--- src/rtl/cordic_arbiter_if.sv ---
// Requester, core and response bundle for the shared CORDIC arbiter.
// slave = arbiter side, master = clients plus core side.
interface cordic_arbiter_if #(
   parameter int N     = 4,
   parameter int WIDTH = 16
);
   logic [N-1:0]       req_valid;
   logic [N-1:0]       req_ready;
   logic [N*WIDTH-1:0] req_x;
   logic [N*WIDTH-1:0] req_y;
   logic [N*WIDTH-1:0] req_z;
   logic [WIDTH-1:0]   cordic_x0;
   logic [WIDTH-1:0]   cordic_y0;
   logic [WIDTH-1:0]   cordic_z0;
   logic [WIDTH-1:0]   cordic_x;
   logic [WIDTH-1:0]   cordic_y;
   logic [WIDTH-1:0]   cordic_z;
   logic [N-1:0]       resp_valid;
   logic [WIDTH-1:0]   resp_x;
   logic [WIDTH-1:0]   resp_y;
   logic [WIDTH-1:0]   resp_z;
   logic               busy;

   modport slave (
      input  req_valid, req_x, req_y, req_z,
      input  cordic_x, cordic_y, cordic_z,
      output req_ready,
      output cordic_x0, cordic_y0, cordic_z0,
      output resp_valid, resp_x, resp_y, resp_z,
      output busy
   );

   modport master (
      output req_valid, req_x, req_y, req_z,
      output cordic_x, cordic_y, cordic_z,
      input  req_ready,
      input  cordic_x0, cordic_y0, cordic_z0,
      input  resp_valid, resp_x, resp_y, resp_z,
      input  busy
   );
endinterface

--- src/rtl/cordic_arbiter.sv ---
// Round-robin sharing of one pipelined CORDIC core among N requesters.
// A tag pipeline matched to the core latency steers each result home.
module cordic_arbiter #(
   parameter int N       = 4,
   parameter int WIDTH   = 16,
   parameter int LATENCY = 18
) (
   input logic              clk,
   input logic              reset_n,
   input logic              enable,
   cordic_arbiter_if.slave  bus
);
   localparam int IW = (N > 1) ? $clog2(N) : 1;

   typedef struct packed {
      logic          valid;
      logic [IW-1:0] id;
   } tag_t;

   tag_t             tag_q [LATENCY+1];
   logic [IW-1:0]    ptr_q;
   logic [IW-1:0]    winner;
   logic [IW-1:0]    ptr_nxt;
   logic             found;
   logic             accept;
   logic [WIDTH-1:0] x0_q;
   logic [WIDTH-1:0] y0_q;
   logic [WIDTH-1:0] z0_q;

   // Scan downward so the lowest offset from the pointer wins last.
   always_comb begin
      logic [IW-1:0] idx;
      idx    = '0;
      winner = '0;
      found  = 1'b0;
      for (int k = N - 1; k >= 0; k--) begin
         idx = IW'((int'(ptr_q) + k) % N);
         if (bus.req_valid[idx]) begin
            winner = idx;
            found  = 1'b1;
         end
      end
   end

   assign accept  = enable & found;
   assign ptr_nxt = (winner == IW'(N - 1)) ? '0 : winner + 1'b1;

   always_comb begin
      bus.req_ready = '0;
      if (accept)
         bus.req_ready[winner] = 1'b1;
   end

   always_ff @(posedge clk or negedge reset_n) begin
      if (!reset_n) begin
         ptr_q <= '0;
         x0_q  <= '0;
         y0_q  <= '0;
         z0_q  <= '0;
         for (int k = 0; k <= LATENCY; k++)
            tag_q[k] <= '0;
      end else begin
         tag_q[0].valid <= accept;
         tag_q[0].id    <= winner;
         for (int k = 1; k <= LATENCY; k++)
            tag_q[k] <= tag_q[k-1];
         if (accept) begin
            x0_q  <= bus.req_x[winner*WIDTH +: WIDTH];
            y0_q  <= bus.req_y[winner*WIDTH +: WIDTH];
            z0_q  <= bus.req_z[winner*WIDTH +: WIDTH];
            ptr_q <= ptr_nxt;
         end
      end
   end

   assign bus.cordic_x0 = x0_q;
   assign bus.cordic_y0 = y0_q;
   assign bus.cordic_z0 = z0_q;

   always_comb begin
      bus.busy = 1'b0;
      for (int k = 0; k <= LATENCY; k++)
         bus.busy = bus.busy | tag_q[k].valid;
   end

   always_comb begin
      bus.resp_valid = '0;
      if (tag_q[LATENCY].valid)
         bus.resp_valid[tag_q[LATENCY].id] = 1'b1;
   end

   assign bus.resp_x = bus.cordic_x;
   assign bus.resp_y = bus.cordic_y;
   assign bus.resp_z = bus.cordic_z;
endmodule

--- src/flat_wrapper.sv ---
// flat-port wrapper written by rule: the top's interface ports become plain ports
module cordic_arbiter_flat 
#(
   parameter int N       = 4,
   parameter int WIDTH   = 16,
   parameter int LATENCY = 18
)
  (clk, reset_n, enable, bus_req_valid, bus_req_x, bus_req_y, bus_req_z, bus_cordic_x, bus_cordic_y, bus_cordic_z, bus_req_ready, bus_cordic_x0, bus_cordic_y0, bus_cordic_z0, bus_resp_valid, bus_resp_x, bus_resp_y, bus_resp_z, bus_busy);
  cordic_arbiter_if #(.N(N), .WIDTH(WIDTH)) bus_i ();
  input logic clk;
  input logic reset_n;
  input logic enable;
  input wire logic [$bits(bus_i.req_valid)-1:0] bus_req_valid;
  input wire logic [$bits(bus_i.req_x)-1:0] bus_req_x;
  input wire logic [$bits(bus_i.req_y)-1:0] bus_req_y;
  input wire logic [$bits(bus_i.req_z)-1:0] bus_req_z;
  input wire logic [$bits(bus_i.cordic_x)-1:0] bus_cordic_x;
  input wire logic [$bits(bus_i.cordic_y)-1:0] bus_cordic_y;
  input wire logic [$bits(bus_i.cordic_z)-1:0] bus_cordic_z;
  output wire logic [$bits(bus_i.req_ready)-1:0] bus_req_ready;
  output wire logic [$bits(bus_i.cordic_x0)-1:0] bus_cordic_x0;
  output wire logic [$bits(bus_i.cordic_y0)-1:0] bus_cordic_y0;
  output wire logic [$bits(bus_i.cordic_z0)-1:0] bus_cordic_z0;
  output wire logic [$bits(bus_i.resp_valid)-1:0] bus_resp_valid;
  output wire logic [$bits(bus_i.resp_x)-1:0] bus_resp_x;
  output wire logic [$bits(bus_i.resp_y)-1:0] bus_resp_y;
  output wire logic [$bits(bus_i.resp_z)-1:0] bus_resp_z;
  output wire logic [$bits(bus_i.busy)-1:0] bus_busy;
  assign bus_i.req_valid = bus_req_valid;
  assign bus_i.req_x = bus_req_x;
  assign bus_i.req_y = bus_req_y;
  assign bus_i.req_z = bus_req_z;
  assign bus_i.cordic_x = bus_cordic_x;
  assign bus_i.cordic_y = bus_cordic_y;
  assign bus_i.cordic_z = bus_cordic_z;
  assign bus_req_ready = bus_i.req_ready;
  assign bus_cordic_x0 = bus_i.cordic_x0;
  assign bus_cordic_y0 = bus_i.cordic_y0;
  assign bus_cordic_z0 = bus_i.cordic_z0;
  assign bus_resp_valid = bus_i.resp_valid;
  assign bus_resp_x = bus_i.resp_x;
  assign bus_resp_y = bus_i.resp_y;
  assign bus_resp_z = bus_i.resp_z;
  assign bus_busy = bus_i.busy;
  cordic_arbiter #(.N(N), .WIDTH(WIDTH), .LATENCY(LATENCY)) u_core (.clk(clk), .reset_n(reset_n), .enable(enable), .bus(bus_i));
endmodule
--- config.mk ---
export PLATFORM = sky130hd
export DESIGN_NAME = cordic_arbiter_flat
export DESIGN_NICKNAME = d
export VERILOG_FILES = /design/src/rtl/cordic_arbiter_if.sv /design/src/rtl/cordic_arbiter.sv /design/src/flat_wrapper.sv
export SDC_FILE = /design/constraint.sdc
export NUM_CORES = 1
export LEC_CHECK = 0
export CORE_AREA = 2 2 138 140
export DETAILED_ROUTE_END_ITERATION = 8
export DIE_AREA = 0 0 140 142
export DONT_BUFFER_PORTS = 1
export PLACE_DENSITY_LB_ADDON = 0.1
export SLEW_MARGIN = 20
export SYNTH_ARGS = -nofsm -noshare
export SYNTH_HDL_FRONTEND = slang
export SYNTH_SLANG_ARGS = --single-unit
--- constraint.sdc ---
create_clock -name clk -period 1.6 [get_ports clk]
set_input_delay 0.16 -clock clk [delete_from_list [all_inputs] [get_ports clk]]
set_output_delay 0.16 -clock clk [all_outputs]
set_load 0.03 [all_outputs]
---- Yosys cells after proc, flatten, opt, wreduce, memory -nomap -nowiden ----
Index checks and enable logic that the tools add are counted.
word-level totals
  flip-flop bits (word level) ............. 107
  bits of input ports ..................... 247
  output and inout port bits .............. 105
  logic and storage cells ................. 102
operators by class
  $add $sub $neg .......................... 4
  order comparisons ....................... 8
  equal/unequal tests ..................... 1
  shifts and indexed selects .............. 3
  multiplexer cells ....................... 23
  bitwise gates (word level) .............. 19
  reductions and logical operators ........ 2
operator list
  operator             count
  $shiftx 64x7->16     3
  $lt 2x3->1 const B   6
  $or 1x1->1           18
  $mux 1               10
  $mux 2               5
  $bmux 1 s2           4
  $mux 4               2
  $add 2x1->2 const B  2
  $add 2x2->2 const B  2
  $demux 1 s2          2
  $ge 2x1->1 const B   2
  $eq 2x2->1 const B   1
  $logic_and 1x1->1    2
  $and 1x1->1          1

---- Logic depth before layout (Yosys ltp) ----
Gate-level depths: netlist of the first run.
  depth in word-level cells ............... 18
  depth in mapped cells ................... 8
  mapped depth without buffers ............ 6

---- Least setup slack after synthesis of the first run ----
Ideal clock, no wire load.
  path type ............................... flip-flop to output port
  start ................................... register u_core.ptr_q[1]
  end ..................................... output bus_req_ready[2]
  data arrival time ....................... 1.645 ns
  required time ........................... 1.440 ns
  slack ................................... -0.205 ns
  cell stages (with the launch flop) ...... 6
  path buffers ............................ 1
  path through ............................ dfrtp_1 -> o32a_2 -> nand2_2 -> buf_2 -> ha_1 -> and2_1
on the way
  longest elaborated chain between the ends .. 12
  elaborated cells between the ends (all ways) .. 26
  those cells by class .................... add/sub: 3; order compare: 2; mux: 19; bitwise: 1; reduce/logical: 1
RTL lines
  element                                                         line                  RTL
  start: declaration                                              cordic_arbiter.sv:21  logic [IW-1:0] ptr_q;
  start signal: assignment                                        cordic_arbiter.sv:71  ptr_q <= ptr_nxt;
  $add 2x2->2                                                     cordic_arbiter.sv:37  idx = IW'((int'(ptr_q) + k) % N);
  $bmux 1 s2                                                      cordic_arbiter.sv:38  if (bus.req_valid[idx]) begin
  $mux 1 (not written as such)                                    cordic_arbiter.sv:38
  $mux 2 (4 in a row)                                             cordic_arbiter.sv:38
  $lt 2x3->1 (not written as such) or $ge 2x1->1 (tied branches)  cordic_arbiter.sv:51  bus.req_ready[winner] = 1'b1;
  $logic_and 1x1->1 (not written as such)                         cordic_arbiter.sv:51
  $mux 1 (not written as such)                                    cordic_arbiter.sv:51
  $demux 1 s2                                                     n/a
  $mux 4 (*)                                                      cordic_arbiter.sv:50  if (accept)
  end: declaration                                                flat_wrapper.sv:20    output wire logic [$bits(bus_i.req_ready)-1:0] bus_req_ready;
Mark *: on every way between the ends. The rest lies on a longest branch, timed or not. The select of a mux whose other input is x is not followed.

---- Worst setup path in the final report of the first run ----
  start ................................... register u_core.ptr_q[1]
  end ..................................... output bus_req_ready[1]
Same word-level chain as after synthesis.

==> out/results.ini, run 1 <==
[finish]
design_area_um2=7279
fillers=1766
fin_util=0.3944
post_layout_nonfiller_instances=721
antenna_cells=0
layout-drive-gt1-share=0.4415
nets=733
syn2layout_area_growth_pct=34.58

[route]
routed_wl_um=17660
wl_per_cell_um=24.49
first_pass_iters=9
postRouteAntennaNets=0
first_iter_violations=194
drc=23
vias=3846
viasPerCell=5.334

[timing]
period_share=1.254
hold_violations=107
min_period_ns=2.006
skew_ns=0.01266
fmax_ghz=0.4986
rsz0062_at_grt=true
max_slew_margin=0.7445
whs_ns=-0.5251
setup_violations=54
finalWorstSetupSlack_ns=-0.4057
tightest_slew_ns=0.3832
maxSlewViolCount=0

[floorplan]
start_util=0.2931
die_w_um=140
core_area_um2=18460
die_area_um2=19880
num_rows=50
fp.dieH_um=142
io_pins=352

[clock_network]
cts_buffer_depth=2
clk_latency_ns=0.36
clkTransAtPathRegs_ns=0.09
clock-root-buffer=clkbuf_16
cts_tree=built
htree_levels=3
cts_made_buffers=9
numClockSinks=107

[synth]
yosysSeqAreaShare=0.4950
ys_seq_elements=107
synthDistinctLibCells=32
synth-edff-count=0
netlist_area_um2=5409
avgSynthCellArea_um2=11.46
synth-main-ff-cell=dfrtp_1
ys_warn_count=0
ys_async_sr_fraction=1.000
syn_inst=472
synth.net_count=723

[outcome]
violations=DRC, hold timing, setup timing
status=complete, but fails checks

[critical_path]
r2r-end=u_core.bus.cordic_z0[8]
cp-start-kind=register
cp-end-kind=primary output
crit_required_ns=1.44
crit_fanout=4
cp-startpoint=u_core.ptr_q[1]
cp.arrival_ns=1.85
reg2reg_slack_ns=-0.32
worstSetupEndpoint=bus_req_ready[1]
path_class=register to primary output
r2r_cells=11
timing.rr.start=u_core.ptr_q[1]

[power_and_ir_drop]
internal-power_w=0.007273
combinationalPowerShare=0.394
p_leak_nw=2.920
ir_drop_uv=749.2
switching_share=0.4314
power_frac_clock=0.193
p_sw_w=0.005518
cellPowerDensity_nw_per_um2=1757
power.total_w=0.01279
power_frac_seq=0.413

[placed_design]
place_hpwl_um=10520
routabilityCongestion=0.7235
numPortBuffers=0
dpl_cell_area_um2=5550
dp_cells=652

[global_routing]
grt_usage=0.1674
antenna_found_initial=0
grt_pass1_wl_um=24950
grt_max_degree=108
grt_pass1_vias=4049
grt_overflow=0

[min_path]
hold_path.class=input port to async pin

[run]
cap_viol_max_count=0

==> through the flow <==
step           setup WS [ns]  setup TNS (ns)
2_1_floorplan     -0.0008125      -0.0008125
3_3_place_gp         -0.1277          -5.575
3_5_place_dp         -0.1459          -6.611
4_1_cts              -0.4546          -18.16
5_1_grt              -0.4646          -19.42
6_report             -0.4057          -14.77
==> cells by family after synthesis <==
logic type,synth area share
compound gates,0.1853
simple gates,0.1143
fa+ha+maj,0.009253
buf+inv,0.1055
flops,0.4950
mux,0.09068
==> synth_stat cells (2+ instances only) <==
cell / instances / area (um^2)
dfrtp_1: 107 / 2678
and2_1: 4 / 25.02
and3_1: 49 / 306.5
buf_6: 3 / 33.78
ha_1: 4 / 50.05
nor4_1: 4 / 25.02
buf_4: 55 / 412.9
clkbuf_1: 16 / 60.06
a211oi_1: 56 / 420.4
nand2_1: 4 / 15.01
a211oi_2: 40 / 500.5
buf_2: 9 / 45.04
inv_1: 2 / 7.510
inv_2: 3 / 11.26
mux2i_1: 49 / 490.5
nor2_1: 51 / 191.4
==> routing by layer <==
metal | vias to the layer above | track usage | routed length, um
met1 | 1942 | 0.1997 | 6975
met3 | 32 | 0.04408 | 1129
met2 | 196 | 0.2904 | 9159
li1 | 1676 | - | -
met4 | 0 | 0.06486 | 392
met5 | - | 0 | 0
==> power groups by stage <==
stage	Sequential [W]	Combinational (W)	Clock (W)
after floorplan	0.00513	0.00256	0
after global placement	0.00534	0.00316	0
after detailed placement	0.00533	0.00322	0
after CTS	0.00530	0.00437	0.00257
after global routing	0.00540	0.00537	0.00267
final	0.00529	0.00504	0.00246
==> worst min path at each step <==
| stage | slack, ns | from | depth (start not counted) | to |
|---|---|---|---|---|
| floorplan | -0.14 | reset_n | 0 | u_core.bus.cordic_x0[0] |
| global placement | -0.13 | reset_n | 0 | u_core.bus.cordic_z0[9] |
| detailed placement | -0.13 | reset_n | 0 | u_core.bus.cordic_z0[9] |
| CTS | -0.54 | reset_n | 0 | u_core.bus.cordic_z0[9] |
| global route | -0.54 | reset_n | 0 | u_core.bus.cordic_z0[13] |
| finish | -0.53 | reset_n | 0 | u_core.bus.cordic_z0[13] |
==> timing repair <==
action,CTS,global route
gates resized for setup,79,60
pin swaps,26,26
hold buffers,13,4
hold endpoints to repair,120,111
setup buffers,18,8
cloned,9,4
setup endpoints to repair,55,56
==> state kept, by name (all words and copies together), names as in the netlist <==
| signal | cells |
|---|---|
| u_core.ptr_q | 2 |
| u_core.bus.cordic_z0 | 16 |
| u_core.bus.cordic_y0 | 16 |
| u_core.bus.cordic_x0 | 16 |
| u_core.tag_q | 57 |
==> final cells by class <==
class,count,area (um^2),share of cell area
multi-input cells,277,2845,0.3909
clock inverters,7,112.6,0.01547
repair buffers,82,1102,0.1514
clock buffers,9,225.2,0.03094
well taps,234,292.8,0.04022
flip-flops and latches,107,2678,0.3678
inverters,5,23.77,0.003266
==> worst max-delay path, stage by stage (launching register included) <==
cell and delay, ns:
dfrtp_1 0.44, mux2i_1 0.14, or2_4 0.27, nand2_4 0.12, inv_6 0.05, buf_12 0.12, ha_2 0.17, and2_4 0.17
==> placed cells by master, fill, tap and decap left out, drive strengths merged <==
cell,synthesis,routed
a211oi,96,96
a21boi,1,1
a21oi,1,1
a311oi,1,1
and2,4,4
and3,49,49
and3b,1,1
buf,67,62
bufbuf,0,1
clkbuf,16,11
clkinv,0,4
dfrtp,107,107
dlygate4sd3,0,17
ha,4,4
inv,5,8
mux2i,49,49
nand2,5,5
nand2b,1,1
nand4,1,1
nor2,51,51
nor2b,1,1
nor3b,1,1
nor4,4,4
o21ai,2,2
o31ai,1,1
o32a,1,1
o41ai,1,1
or2,1,1
or4,1,1
(Power assumes the default switching activity.)
==> inputs of run 2 (changes only) <==
--- a/config.mk
+++ b/config.mk
@@ -5,9 +5,10 @@
 export SDC_FILE = /design/constraint.sdc
 export NUM_CORES = 1
 export LEC_CHECK = 0
-export CORE_AREA = 2 2 138 140
+export CAP_MARGIN = 20
+export CORE_AREA = 2 2 139 141
 export DETAILED_ROUTE_END_ITERATION = 8
-export DIE_AREA = 0 0 140 142
+export DIE_AREA = 0 0 141 143
 export DONT_BUFFER_PORTS = 1
 export PLACE_DENSITY_LB_ADDON = 0.1
 export SLEW_MARGIN = 20
==> constraint.sdc (replaced) <==
create_clock -name clk -period 1.95 [get_ports clk]
set_input_delay 0.195 -clock clk [delete_from_list [all_inputs] [get_ports clk]]
set_output_delay 0.195 -clock clk [all_outputs]
set_load 0.03 [all_outputs]
==> out/results.ini, run 2 (synthesis results as in run 1) <==
[outcome]
status=complete, but fails checks
violations=hold timing

[power_and_ir_drop]
power_frac_clock=0.211  ; +0.018
switching_share=0.4267  ; -0.004671
internal-power_w=0.005086  ; -30%
cellPowerDensity_nw_per_um2=1482  ; -16%
combinationalPowerShare=0.299  ; -0.095
p_leak_nw=2.462  ; -16%
ir_drop_uv=501.0  ; -33%
p_sw_w=0.003786  ; -31%
power_frac_seq=0.490  ; +0.077

[route]
wl_per_cell_um=22.90  ; -6.5%
vias=3514  ; -8.6%
first_pass_iters=4  ; -5
postRouteAntennaNets=0  ; unchanged
viasPerCell=5.268  ; -1.2%
first_iter_violations=105  ; -46%
routed_wl_um=15280  ; -13%
drc=0  ; -100%

[global_routing]
antenna_found_initial=1  ; +1
grt_usage=0.1483  ; -0.01902
grt_overflow=0  ; unchanged
grt_max_degree=108  ; unchanged
grt_pass1_wl_um=22710  ; -9.0%
grt_pass1_vias=3821  ; -5.6%

[critical_path]
cp.depth=3  ; -4
path_buf_inv=0  ; -2
path_class=register to primary output
cp-end-kind=primary output
crit_required_ns=1.75  ; +0.31 ns
critPathSlowestCell=or4_4
r2r_cells=8  ; -3
crit_chain=nor4_2 -> nand4_1 -> or4_4
crit_family=simple AND/OR/NAND/NOR gates
crit_fanout=2  ; -2
cp.arrival_ns=1.71  ; -0.14 ns
cp-start-kind=register
crit_path_max_incr_delay_ns=0.51  ; +0.07 ns

[finish]
regMostFlops=u_core.tag_q
fillers=1842  ; +4.3%
largest_reg_flops=57  ; unchanged
syn2layout_area_growth_pct=10.66
layout_common_cells=dfrtp_1 (106), nor2_1 (49), and3_1 (49)
layout-drive-gt1-share=0.2818  ; -0.1597
design_area_um2=5986  ; -18%
multiInputGateArea_um2=2365  ; -17%
layout_commonest_cell=dfrtp_1
antenna_cells=0  ; unchanged
post_layout_nonfiller_instances=667  ; -7.5%
regArea_um2=2679  ; about the same
nets=679  ; -7.4%

[timing]
tightest_slew_ns=0.6854  ; +0.3021 ns
whs_ns=-0.4747  ; +0.05036 ns
finalWorstSetupSlack_ns=0.04239  ; +0.4481 ns
maxSlewViolCount=0  ; unchanged
setup_violations=0  ; -100%
period_share=0.9783
rsz0062_at_grt=true
skew_ns=0.009368  ; -0.003289 ns
max_slew_margin=0.5431  ; -0.2014
setup_tns_ns=0  ; +14.77 ns
fmax_ghz=0.5242
hold_violations=107  ; unchanged
min_period_ns=1.908

[floorplan]
io_pins=352  ; unchanged
num_rows=50  ; unchanged
fp.dieH_um=143  ; +0.70%
die_area_um2=20160  ; +1.4%
die_w_um=141  ; +0.71%
start_util=0.2911  ; -0.001974
core_area_um2=18580  ; +0.68%

[run]
cap_viol_max_count=0  ; unchanged

[clock_network]
htree_levels=3  ; unchanged
clkTransAtPathRegs_ns=0.08  ; about the same
cts_tree=built
cts_buffer_depth=2  ; unchanged
numClockSinks=107  ; unchanged
clk_latency_ns=0.35  ; about the same
cts_made_buffers=9  ; unchanged
clock-root-buffer=clkbuf_16

[placed_design]
dp_cells=642  ; -1.5%
numPortBuffers=0  ; unchanged
place_hpwl_um=10470  ; -0.50%
routabilityCongestion=0.7160  ; -1.0%
dpl_cell_area_um2=5371  ; -3.2%
dpl_worst_slack_ns=-0.05024  ; +0.09563 ns

[min_path]
hold_path.class=input port to async pin

[run 2: cell types whose count changed in the layout (fill, tap and decap cells not counted), sizes merged]
cell / delta
buf: -35
bufbuf: -1
clkbuf: -1
dlygate4sd3: -17
[run 2: cell type report]
type                    instances  share of cell area
flip-flops and latches        107              0.4475
multi-input cells             277              0.3951
repair buffers                 28             0.05309
clock buffers                   9             0.03763
well taps                     234             0.04891
clock inverters                 7             0.01338
inverters                       5            0.004390
[run 2: path summary, 6_finish.rpt]
| check | endpoint | from | slack, ns |
|---|---|---|---|
| min in group clk | u_core.bus.cordic_z0[4] | bus_req_z[4] | 0.05 |
| hold reg to reg | u_core.tag_q[13] | u_core.tag_q[16] | 0.35 |
| setup reg to reg | u_core.bus.cordic_z0[14] | u_core.ptr_q[1] | 0.10 |
| hold / removal | u_core.bus.cordic_z0[14] | reset_n | -0.47 |
| max in group asynchronous | u_core.bus.cordic_y0[1] | reset_n | 2.25 |
| setup / recovery | bus_busy | u_core.tag_q[41] | 0.04 |
[run 2: per-layer routing]
metal | vias to the layer above | part of all wire | GRT usage
met1 | 1706 | 0.40 | 0.1810
met5 | - | 0.00085 | 0
li1 | 1585 | - | -
met4 | 2 | 0.018 | 0.06105
met3 | 34 | 0.083 | 0.04661
met2 | 187 | 0.50 | 0.2444
[run 2: stage by stage]
stage               total power (W)    util  hold WS (ns)
floorplan                  0.006205       -       -0.1006
global placement           0.006760  0.2891      -0.09842
detailed placement         0.006783  0.2891      -0.09766
CTS                        0.008807  0.3112       -0.4885
global route               0.009404  0.3222       -0.4949
finish                     0.008872  0.3222       -0.4747
[run 2: power groups by stage]
stage / registers (W) / clock network, W / logic (W)
2_1_floorplan: 0.00421 / 0 / 0.00200
3_3_place_gp: 0.00441 / 0 / 0.00235
3_5_place_dp: 0.00440 / 0 / 0.00239
4_1_cts: 0.00437 / 0.00195 / 0.00248
5_1_grt: 0.00446 / 0.00204 / 0.00291
6_report: 0.00435 / 0.00187 / 0.00265
[run 2: what timing repair did]
action / CTS / global route
setup buffers: 6 / 5
gates cloned: 0 / 1
endpoints found under the setup margin: 6 / 23
resized for setup: 22 / 27
pin swaps: 4 / 11
endpoints found under the hold margin: 107 / 107
